--- src/rtl/pic_pkg.sv ---
`default_nettype none
// +-----------------------------------------------------------------------------+
// | Module      : pic_pkg                                                       |
// | Description : Shared types, constants and helpers for the PIC ISR block.    |
// | Revision    : 1.0 - initial release                                         |
// +-----------------------------------------------------------------------------+
package pic_pkg;

    localparam int LEVEL_W    = 3;
    localparam int NUM_LEVELS = 8;

    localparam logic [LEVEL_W-1:0] SPURIOUS_LEVEL = 3'd7;

    typedef enum logic [0:0] {
        ST_IDLE = 1'b0,
        ST_ACK2 = 1'b1
    } state_t;

    function automatic logic [NUM_LEVELS-1:0] level_onehot(input logic [LEVEL_W-1:0] level);
        return NUM_LEVELS'(1) << level;
    endfunction

    // Position in the rotating order; 0 is the highest priority.
    function automatic logic [LEVEL_W-1:0] prio_rank(input logic [LEVEL_W-1:0] level,
                                                     input logic [LEVEL_W-1:0] lowest);
        return level - lowest - 3'd1;
    endfunction

endpackage : pic_pkg
`default_nettype wire

--- src/rtl/pic_priority_resolver.sv ---
`default_nettype none
// +-----------------------------------------------------------------------------+
// | Module      : pic_priority_resolver                                         |
// | Description : Rotating find-first-set over an 8-level request vector.       |
// | Revision    : 1.0 - initial release                                         |
// +-----------------------------------------------------------------------------+
module pic_priority_resolver
    import pic_pkg::*;
(
    input  logic [NUM_LEVELS-1:0] vec,
    input  logic [LEVEL_W-1:0]    lowest_priority,
    output logic [LEVEL_W-1:0]    level,
    output logic                  valid
);

    logic [NUM_LEVELS-1:0] w_rotated;
    logic [LEVEL_W-1:0]    w_offset;

    // Bit 0 of the rotated vector is the current highest-priority level.
    always_comb begin
        w_rotated = '0;
        w_offset  = '0;
        for (int i = 0; i < NUM_LEVELS; i++) begin
            w_rotated[i] = vec[3'(i) + lowest_priority + 3'd1];
        end
        for (int i = NUM_LEVELS - 1; i >= 0; i--) begin
            if (w_rotated[i]) begin
                w_offset = 3'(i);
            end
        end
    end

    assign level = w_offset + lowest_priority + 3'd1;
    assign valid = |vec;

endmodule : pic_priority_resolver
`default_nettype wire

--- src/rtl/pic_priority_isr.sv ---
`default_nettype none
// +-----------------------------------------------------------------------------+
// | Module      : pic_priority_isr                                              |
// | Description : Priority resolver, in-service register and INTA sequencer.    |
// | Revision    : 1.0 - initial release                                         |
// +-----------------------------------------------------------------------------+
module pic_priority_isr
    import pic_pkg::*;
#(
    parameter int VECTOR_BASE_W = 5
) (
    input  logic                     clk,
    input  logic                     reset,
    input  logic [7:0]               irr,
    input  logic                     inta_pulse,
    input  logic                     aeoi,
    input  logic [VECTOR_BASE_W-1:0] vector_base,
    input  logic                     eoi_nonspecific,
    input  logic                     eoi_specific,
    input  logic                     rotate,
    input  logic                     set_priority,
    input  logic [2:0]               cmd_level,
    output logic                     int_req,
    output logic [7:0]               isr,
    output logic                     freeze,
    output logic [7:0]               clear_interrupt_request,
    output logic [7:0]               vector,
    output logic                     vector_valid,
    output logic [2:0]               lowest_priority
);

    state_t               r_state;
    state_t               w_state_next;
    logic                 w_first_ack;
    logic                 w_second_ack;

    logic [7:0]           r_isr;
    logic [LEVEL_W-1:0]   r_lowest;
    logic [LEVEL_W-1:0]   r_ack_level;
    logic                 r_spurious;
    logic                 r_int_req;
    logic [7:0]           r_clear;
    logic [7:0]           r_vector;
    logic                 r_vector_valid;

    logic [LEVEL_W-1:0]   w_req_level;
    logic                 w_req_valid;
    logic [LEVEL_W-1:0]   w_isr_level;
    logic                 w_isr_valid;
    logic                 w_irq_cond;
    logic [7:0]           w_set_mask;
    logic [7:0]           w_clr_mask;
    logic [LEVEL_W-1:0]   w_lowest_next;

    pic_priority_resolver u_req_resolver (
        .vec             (irr),
        .lowest_priority (r_lowest),
        .level           (w_req_level),
        .valid           (w_req_valid)
    );

    pic_priority_resolver u_isr_resolver (
        .vec             (r_isr),
        .lowest_priority (r_lowest),
        .level           (w_isr_level),
        .valid           (w_isr_valid)
    );

    always_ff @(posedge clk) begin
        if (reset) begin
            r_state <= ST_IDLE;
        end else begin
            r_state <= w_state_next;
        end
    end

    always_comb begin
        w_state_next = r_state;
        w_first_ack  = 1'b0;
        w_second_ack = 1'b0;
        case (r_state)
            ST_IDLE: if (inta_pulse) begin
                w_first_ack  = 1'b1;
                w_state_next = ST_ACK2;
            end
            ST_ACK2: if (inta_pulse) begin
                w_second_ack = 1'b1;
                w_state_next = ST_IDLE;
            end
            default: w_state_next = ST_IDLE;
        endcase
    end

    assign w_irq_cond = w_req_valid &&
                        (!w_isr_valid ||
                         (prio_rank(w_req_level, r_lowest) < prio_rank(w_isr_level, r_lowest)));

    // OCW2 commands are evaluated after AEOI so a command's rotate overrides it.
    always_comb begin
        w_set_mask    = (w_first_ack && w_req_valid) ? level_onehot(w_req_level) : 8'h00;
        w_clr_mask    = 8'h00;
        w_lowest_next = r_lowest;
        if (w_second_ack && aeoi && !r_spurious) begin
            w_clr_mask = level_onehot(r_ack_level);
            if (rotate) begin
                w_lowest_next = r_ack_level;
            end
        end
        if (eoi_specific) begin
            w_clr_mask = w_clr_mask | level_onehot(cmd_level);
            if (rotate) begin
                w_lowest_next = cmd_level;
            end
        end else if (eoi_nonspecific) begin
            if (w_isr_valid) begin
                w_clr_mask = w_clr_mask | level_onehot(w_isr_level);
                if (rotate) begin
                    w_lowest_next = w_isr_level;
                end
            end
        end else if (set_priority) begin
            w_lowest_next = cmd_level;
        end
    end

    always_ff @(posedge clk) begin
        if (reset) begin
            r_isr          <= 8'h00;
            r_lowest       <= 3'd7;
            r_ack_level    <= '0;
            r_spurious     <= 1'b0;
            r_int_req      <= 1'b0;
            r_clear        <= 8'h00;
            r_vector       <= 8'h00;
            r_vector_valid <= 1'b0;
        end else begin
            r_isr          <= (r_isr & ~w_clr_mask) | w_set_mask;
            r_lowest       <= w_lowest_next;
            r_int_req      <= w_irq_cond && (w_state_next == ST_IDLE);
            r_clear        <= w_set_mask;
            r_vector_valid <= w_second_ack;
            if (w_first_ack) begin
                r_ack_level <= w_req_valid ? w_req_level : SPURIOUS_LEVEL;
                r_spurious  <= !w_req_valid;
            end
            if (w_second_ack) begin
                r_vector <= {vector_base, r_ack_level};
            end
        end
    end

    assign int_req                 = r_int_req;
    assign isr                     = r_isr;
    assign freeze                  = (r_state == ST_ACK2);
    assign clear_interrupt_request = r_clear;
    assign vector                  = r_vector;
    assign vector_valid            = r_vector_valid;
    assign lowest_priority         = r_lowest;

endmodule : pic_priority_isr
`default_nettype wire

--- config.mk ---
export PLATFORM = sky130hd
export DESIGN_NAME = pic_priority_isr
export DESIGN_NICKNAME = d
export VERILOG_FILES = /design/src/rtl/pic_pkg.sv /design/src/rtl/pic_priority_resolver.sv /design/src/rtl/pic_priority_isr.sv
export SDC_FILE = /design/constraint.sdc
export NUM_CORES = 1
export LEC_CHECK = 0
export CORE_MARGIN = 2
export CORE_UTILIZATION = 51
export CTS_BUF_LIST = sky130_fd_sc_hd__clkbuf_4 sky130_fd_sc_hd__clkbuf_8
export DETAILED_ROUTE_END_ITERATION = 8
export PLACE_DENSITY = 0.75
export SLEW_MARGIN = 20
export SYNTH_ARGS = -nofsm -noshare
export SYNTH_HDL_FRONTEND = slang
export SYNTH_SLANG_ARGS = --single-unit
--- constraint.sdc ---
create_clock -name clk -period 14.9 [get_ports clk]
set_input_delay 2.235 -clock clk [delete_from_list [all_inputs] [get_ports clk]]
set_output_delay 2.235 -clock clk [all_outputs]
set_load 0.005 [all_outputs]
* After elaboration in Yosys (flattened, before gate mapping)
Index checks and enable logic that the tools add are counted.
** Word-level totals
- Register bits :: 34
- Bits in latches :: 0
- Memory bits (writable) :: 0
- ROM bits :: 0
- Output and inout bits :: 30
- Word-level logic and storage cells :: 129
- Memories :: 0
** Operators by class
- $add $sub $neg :: 22
- $mul :: 0
- Div/mod/pow operators :: 0
- $lt $le $gt $ge :: 9
- Equal/unequal tests :: 0
- Shifts and indexed selects :: 4
- Mux-type cells :: 67
- Bitwise logic cells :: 7
- Reduce and logical (&&, ||, !) cells :: 11
** Operator list (count)
- 3-bit two-way mux :: 25
- 1-bit binary-select mux with 3-bit select :: 16
- 8-bit two-way mux :: 5
- 3-bit by 4-bit < comparator with 1-bit output, second input constant :: 8
- 1-bit by 3-bit << shifter with 8-bit output, first input constant :: 4
- 3-bit by 1-bit adder with 3-bit output, second input constant :: 9
- 8-bit bitwise OR :: 3
- 1-bit two-way mux :: 20
- 8-bit OR reduction :: 2
- 3-bit adder, first input constant :: 4
- 8-bit AND :: 1
- 8-bit NOT :: 1
- 2-bit by 3-bit adder with 3-bit output, first input constant :: 2
- 3-bit adder :: 2
- 3-bit by 1-bit subtractor with 3-bit output, second input constant :: 2
- 3-bit subtractor :: 2
- 1-bit logical AND :: 5
- 1-bit by 3-bit adder with 3-bit output, first input constant :: 1
- 1-bit zero test :: 3
- 3-bit < comparator :: 1
- 1-bit NOT :: 2
- 1-bit case mux with 2 select lines :: 1
- 1-bit logical OR :: 1

* Depth between registers and ports, before layout
- Depth after elaboration :: 22
- Gate-level depth with buffers :: 25
- Mapped depth without buffers :: 19

* By module
Synthesis repeated with hierarchy kept, for this count alone.
** Unflattened totals
- Cell total of the unflattened synthesis :: 327
- Area, all modules :: 3027.9 µm²
** Modules (own cells, without submodules)
- pic_priority_isr :: times used 1, cells each 190, area an instance 1679.1 µm², seq. area each 680.7 µm²
- pic_priority_resolver at u_req_resolver :: times used 1, cells each 69, area an instance 681.9 µm², seq. area each 0.0 µm²
- pic_priority_resolver at u_isr_resolver :: times used 1, cells each 68, area an instance 666.9 µm², seq. area each 0.0 µm²

* Least setup slack after synthesis
No wires, ideal clock.
- Path kind :: input-to-reg
- Start :: in irr[5]
- End :: reg r_int_req, in the netlist int_req
- Setup time :: 0.060 ns
- Arrival :: 6.040 ns
- Data required time :: 14.840 ns
- Slack :: 8.800 ns
- Stages on the path :: 18
- Path through :: clkbuf_1 > mux4_2 > mux2i_1 > o21ai_0 > a221o_1 > a31oi_1 > nor2_1 > o31a_1 > ha_1 > fa_1 > clkbuf_1 > inv_1 > fa_1 > ha_1 > a31oi_1 > nor2b_1 > o21ai_0 > and3_1
** Between the ends
- Longest elaborated chain between the ends :: 18
- Elaborated cells on any way between the ends :: 33
- Those cells by class :: 4 x add/sub; 1 x order compare; 24 x mux; 4 x reduce/logical
** Ends and longest elaborated chain
- start: declaration :: line pic_priority_isr.sv:14 : input logic [7:0] irr,
- 1-bit binary-select mux with 3-bit select :: line pic_priority_resolver.sv:24 : w_rotated[i] = vec[3'(i) + lowest_priority + 3'd1];
- 1-bit two-way mux (implied by the code) :: line pic_priority_resolver.sv:24
- 3-bit two-way mux (8 in series) :: line pic_priority_resolver.sv:27 : if (w_rotated[i]) begin
- 3-bit adder :: line pic_priority_resolver.sv:33 : assign level = w_offset + lowest_priority + 3'd1;
- 3-bit by 1-bit adder with 3-bit output :: line pic_priority_resolver.sv:33
- 3-bit subtractor :: line pic_pkg.sv:26 : return level - lowest - 3'd1;
- 3-bit by 1-bit subtractor with 3-bit output :: line pic_pkg.sv:26
- 3-bit < comparator :: line pic_priority_isr.sv:96 : (prio_rank(w_req_level, r_lowest) < prio_rank(w_isr_level, r_lowest)));
- 1-bit logical OR :: line pic_priority_isr.sv:95 : (!w_isr_valid ||
- 1-bit logical AND (*) :: line pic_priority_isr.sv:94 : assign w_irq_cond = w_req_valid &&
- 1-bit logical AND (*) :: line pic_priority_isr.sv:139 : r_int_req <= w_irq_cond && (w_state_next == ST_IDLE);
- end signal: assignment :: line pic_priority_isr.sv:139
- end: declaration :: line pic_priority_isr.sv:41 : logic r_int_req;
Every way passes the cells marked *; elsewhere a longest branch is shown, timed or not. The select of a mux whose other input is x is not followed.
A chain may end at the register's enable or synchronous reset.

* Worst setup path after layout
- Start :: in irr[2]
- End :: reg r_int_req, in the netlist int_req
The elaborated chain is that of the path after synthesis.

==> reports/metrics.yaml <==
status: "completed"
areaGrowthSynthToFinish_pct: 14.3
critPathArrivalTime_ns: 6.88
rsz0062_at_grt: "false"
viasPerCell: 6.56
synth_area_leaders: "dfxtp_1 (18%), mux2i_1 (12%), mux4_2 (11%)"
tritoncts: "done"
drt-total-wl_mm: 10.5
drv_slew: 0
critPathKind: "in -> reg"
grt_max_degree: 44
cp-start-kind: "primary input"
synth_top_area_frac: 0.179
postRouteAntennaNets: 0
powerDensity_mw_per_mm2: 123
core_region_area_mm2: 0.00721
fin_crit_ns: 6.65
clk_latency_ns: 0.28
drcViolationCount: 0
ys_seq_area_frac: 0.179
dp.cells: 544
die_h_um: 90.2
fp-row-count: 31
required_ns: 15.13
hold_depth: 2
cap_violations: 0
grt_first_pass_wirelength_mm: 17.4
clock_skew_ns: 0.00420
cp-end-kind: "flop"
io_pins: 54
ys_ff_latch: 34
period_share: 0.446
post-cts-setup-buffers: 0
async_flop_share: 0
grt_overflow: 0
tightest_slew_ns: 0.987
worstSetupPathDepth: 17
cts_max_path_buffers: 2
synth_ff_type: "dfxtp_1"
p_leak_nw: 1.57
syn-num-nets: 474
floorplan.initialDensity: 0.526
hold_violations: 0
critPathSlowestCell: "clkdlybuf4s50_1"
layout-drive-gt1-share: 0.104
clkSinkCount: 34
postCtsHoldBufs: 0
dieArea_mm2: 0.00814
port_buffers: 53
utilization: 0.601
synth_edf_count: 0
fin_cells: 552
cts-root-buf: "clkbuf_8"
via_count: 3619
hp-class: "reg -> reg"
max_freq_mhz: 150
firstDrtPassIters: 5
netlist_area_mm2: 0.00379
grt_usage: 0.257
htree_levels: 2
grt_antenna_before_repair: 0
fin_setup_tns_ns: 0
grt_pass1_vias: 3426
setup_viol: 0
drtIter0Drc: 217
yosysWarningCount: 0
crit_chain: "clkdlybuf4s50_1 -> mux4_2 -> mux2i_1 -> o21ai_0 -> a221o_1 -> a31oi_1 -> nor2_1 -> o31a_1 -> ha_1 -> fa_1 -> inv_1 -> fa_1 -> ha_1 -> a31oi_1 -> nor2b_1 -> o21ai_0 -> and3_1"
finalWorstSetupSlack_ns: 8.25
path_delay_family: "adder cells"
max-slew-margin-rel: 0.341
die_w_um: 90.2
syn_avg_cell_area_um2: 8.68
antenna_cells: 0
wl_per_cell_um: 19.1
place_hpwl_mm: 7.40
peakVddDrop_uv: 78.4
crit_buf_inv: 2
clk_pin_slew_ns: 0.07
cts-resized-gates: 0
synth.largest_area_cell: "dfxtp_1"
p_total_mw: 0.534
r2r_cells: 20
cp_slowest_stage_delay_ns: 0.68
finalNetCount: 489
dp_slack_ns: 7.99
gp_congestion: 0.955
cts_inserted_buffers: 5
synthCells: 437
worst-path-max-fanout: 15
ys_types: 73
-- synthesized netlist by cell type (all sizes together) (4+ instances only) --
master	n
nand2	29
nor4b	4
mux4	21
o22ai	4
a21oi	9
clkbuf	32
a32o	4
nand3	12
a31oi	7
nor3b	6
nor3	9
mux2i	45
o2111ai	5
a211oi	7
nor2b	7
buf	15
inv	15
fa	4
o21ai	13
ha	9
nor2	43
dfxtp	34
o211ai	10
and3	6
nand2b	6
and2	6
nand4	5
nor4	7
mux2	9
xnor2	4
-- worst register-to-register path: stages (launching register included) --
cell and delay, ns:
dfxtp_1 0.62, buf_4 0.44, inv_1 0.44, ha_1 0.44, buf_4 0.42, mux4_2 0.41
mux2i_1 0.12, o21ai_0 0.11, a221o_1 0.32, a31oi_1 0.20, nor2_1 0.07, o31a_1 0.31
ha_1 0.24, fa_1 0.65, inv_1 0.11, fa_1 0.44, ha_1 0.30, a31oi_1 0.16
nor2b_1 0.07, o21ai_0 0.13, and3_1 0.16
-- flip-flops by register name, summed over array words and instances, names as in the netlist, named ones only --
signal                   count
int_req                      1
clear_interrupt_request      8
isr                          8
r_spurious                   1
vector                       8
lowest_priority              2
vector_valid                 1
r_ack_level                  3
freeze                       1
-- metal layers --
layer / track usage / vias up / part of all wire
met3: 0.0319 / 23 / 0.070
li1: - / 1694 / -
met1: 0.347 / 1715 / 0.43
met5: 0 / - / 0
met4: 0.0885 / 0 / 0.022
met2: 0.428 / 187 / 0.48
-- logic make-up after synthesis --
group	synth area share
AOI/OAI and AO/OA	0.204
xor gates and xnor gates	0.0139
adders and majority gates	0.0508
buffers and inverters	0.0762
DFF	0.179
muxes	0.273
and+or+nand+nor	0.202
-- stage by stage --
step | hold WS, ns | area, µm²
finish | 0.505 | 4340
global route | 0.528 | 4340
CTS | 0.511 | 4330
detailed placement | 0.489 | 4230
global placement | 0.472 | 4230
floorplan | 0.485 | 3790
-- area by class of cell --
cell class / count / area, µm²
fill: 642 / 2880
multi-input combinational: 340 / 2830
sequential: 34 / 681
timing repair buffer: 55 / 546
tap: 99 / 124
clock buffer: 6 / 82.6
inverter: 16 / 60.1
clock inverter: 2 / 12.5
-- path summary, 6_finish.rpt --
kind	from	slack [ns]	to
max	irr[2]	8.25	int_req$_SDFF_PP0_
min	vector[2]$_SDFFE_PP0P_	0.50	vector[2]$_SDFFE_PP0P_
max reg2reg	lowest_priority[0]$_SDFF_PP1_	8.68	int_req$_SDFF_PP0_
min reg2reg	vector[2]$_SDFFE_PP0P_	0.50	vector[2]$_SDFFE_PP0P_
-- layout by cell type, fill, tap and decap left out, drive strengths merged, types with 4 or more instances in the layout --
cell	n
a211oi	7
a21oi	9
a31oi	7
a32o	4
and2	6
and3	6
clkbuf	6
clkdlybuf4s50	53
dfxtp	34
fa	4
ha	9
inv	15
mux2	9
mux2i	45
mux4	21
nand2	29
nand2b	6
nand3	12
nand4	5
nor2	43
nor2b	7
nor3	9
nor3b	6
nor4	7
nor4b	4
o2111ai	5
o211ai	10
o21ai	13
o22ai	4
xnor2	4
-- report_power, final --
part           total (mW)  switching [mW]  internal, mW
registers           0.127          0.0257         0.101
clock network      0.0719          0.0347        0.0371
logic               0.335           0.184         0.151
Note: power is estimated with default switching activity, not from simulation.
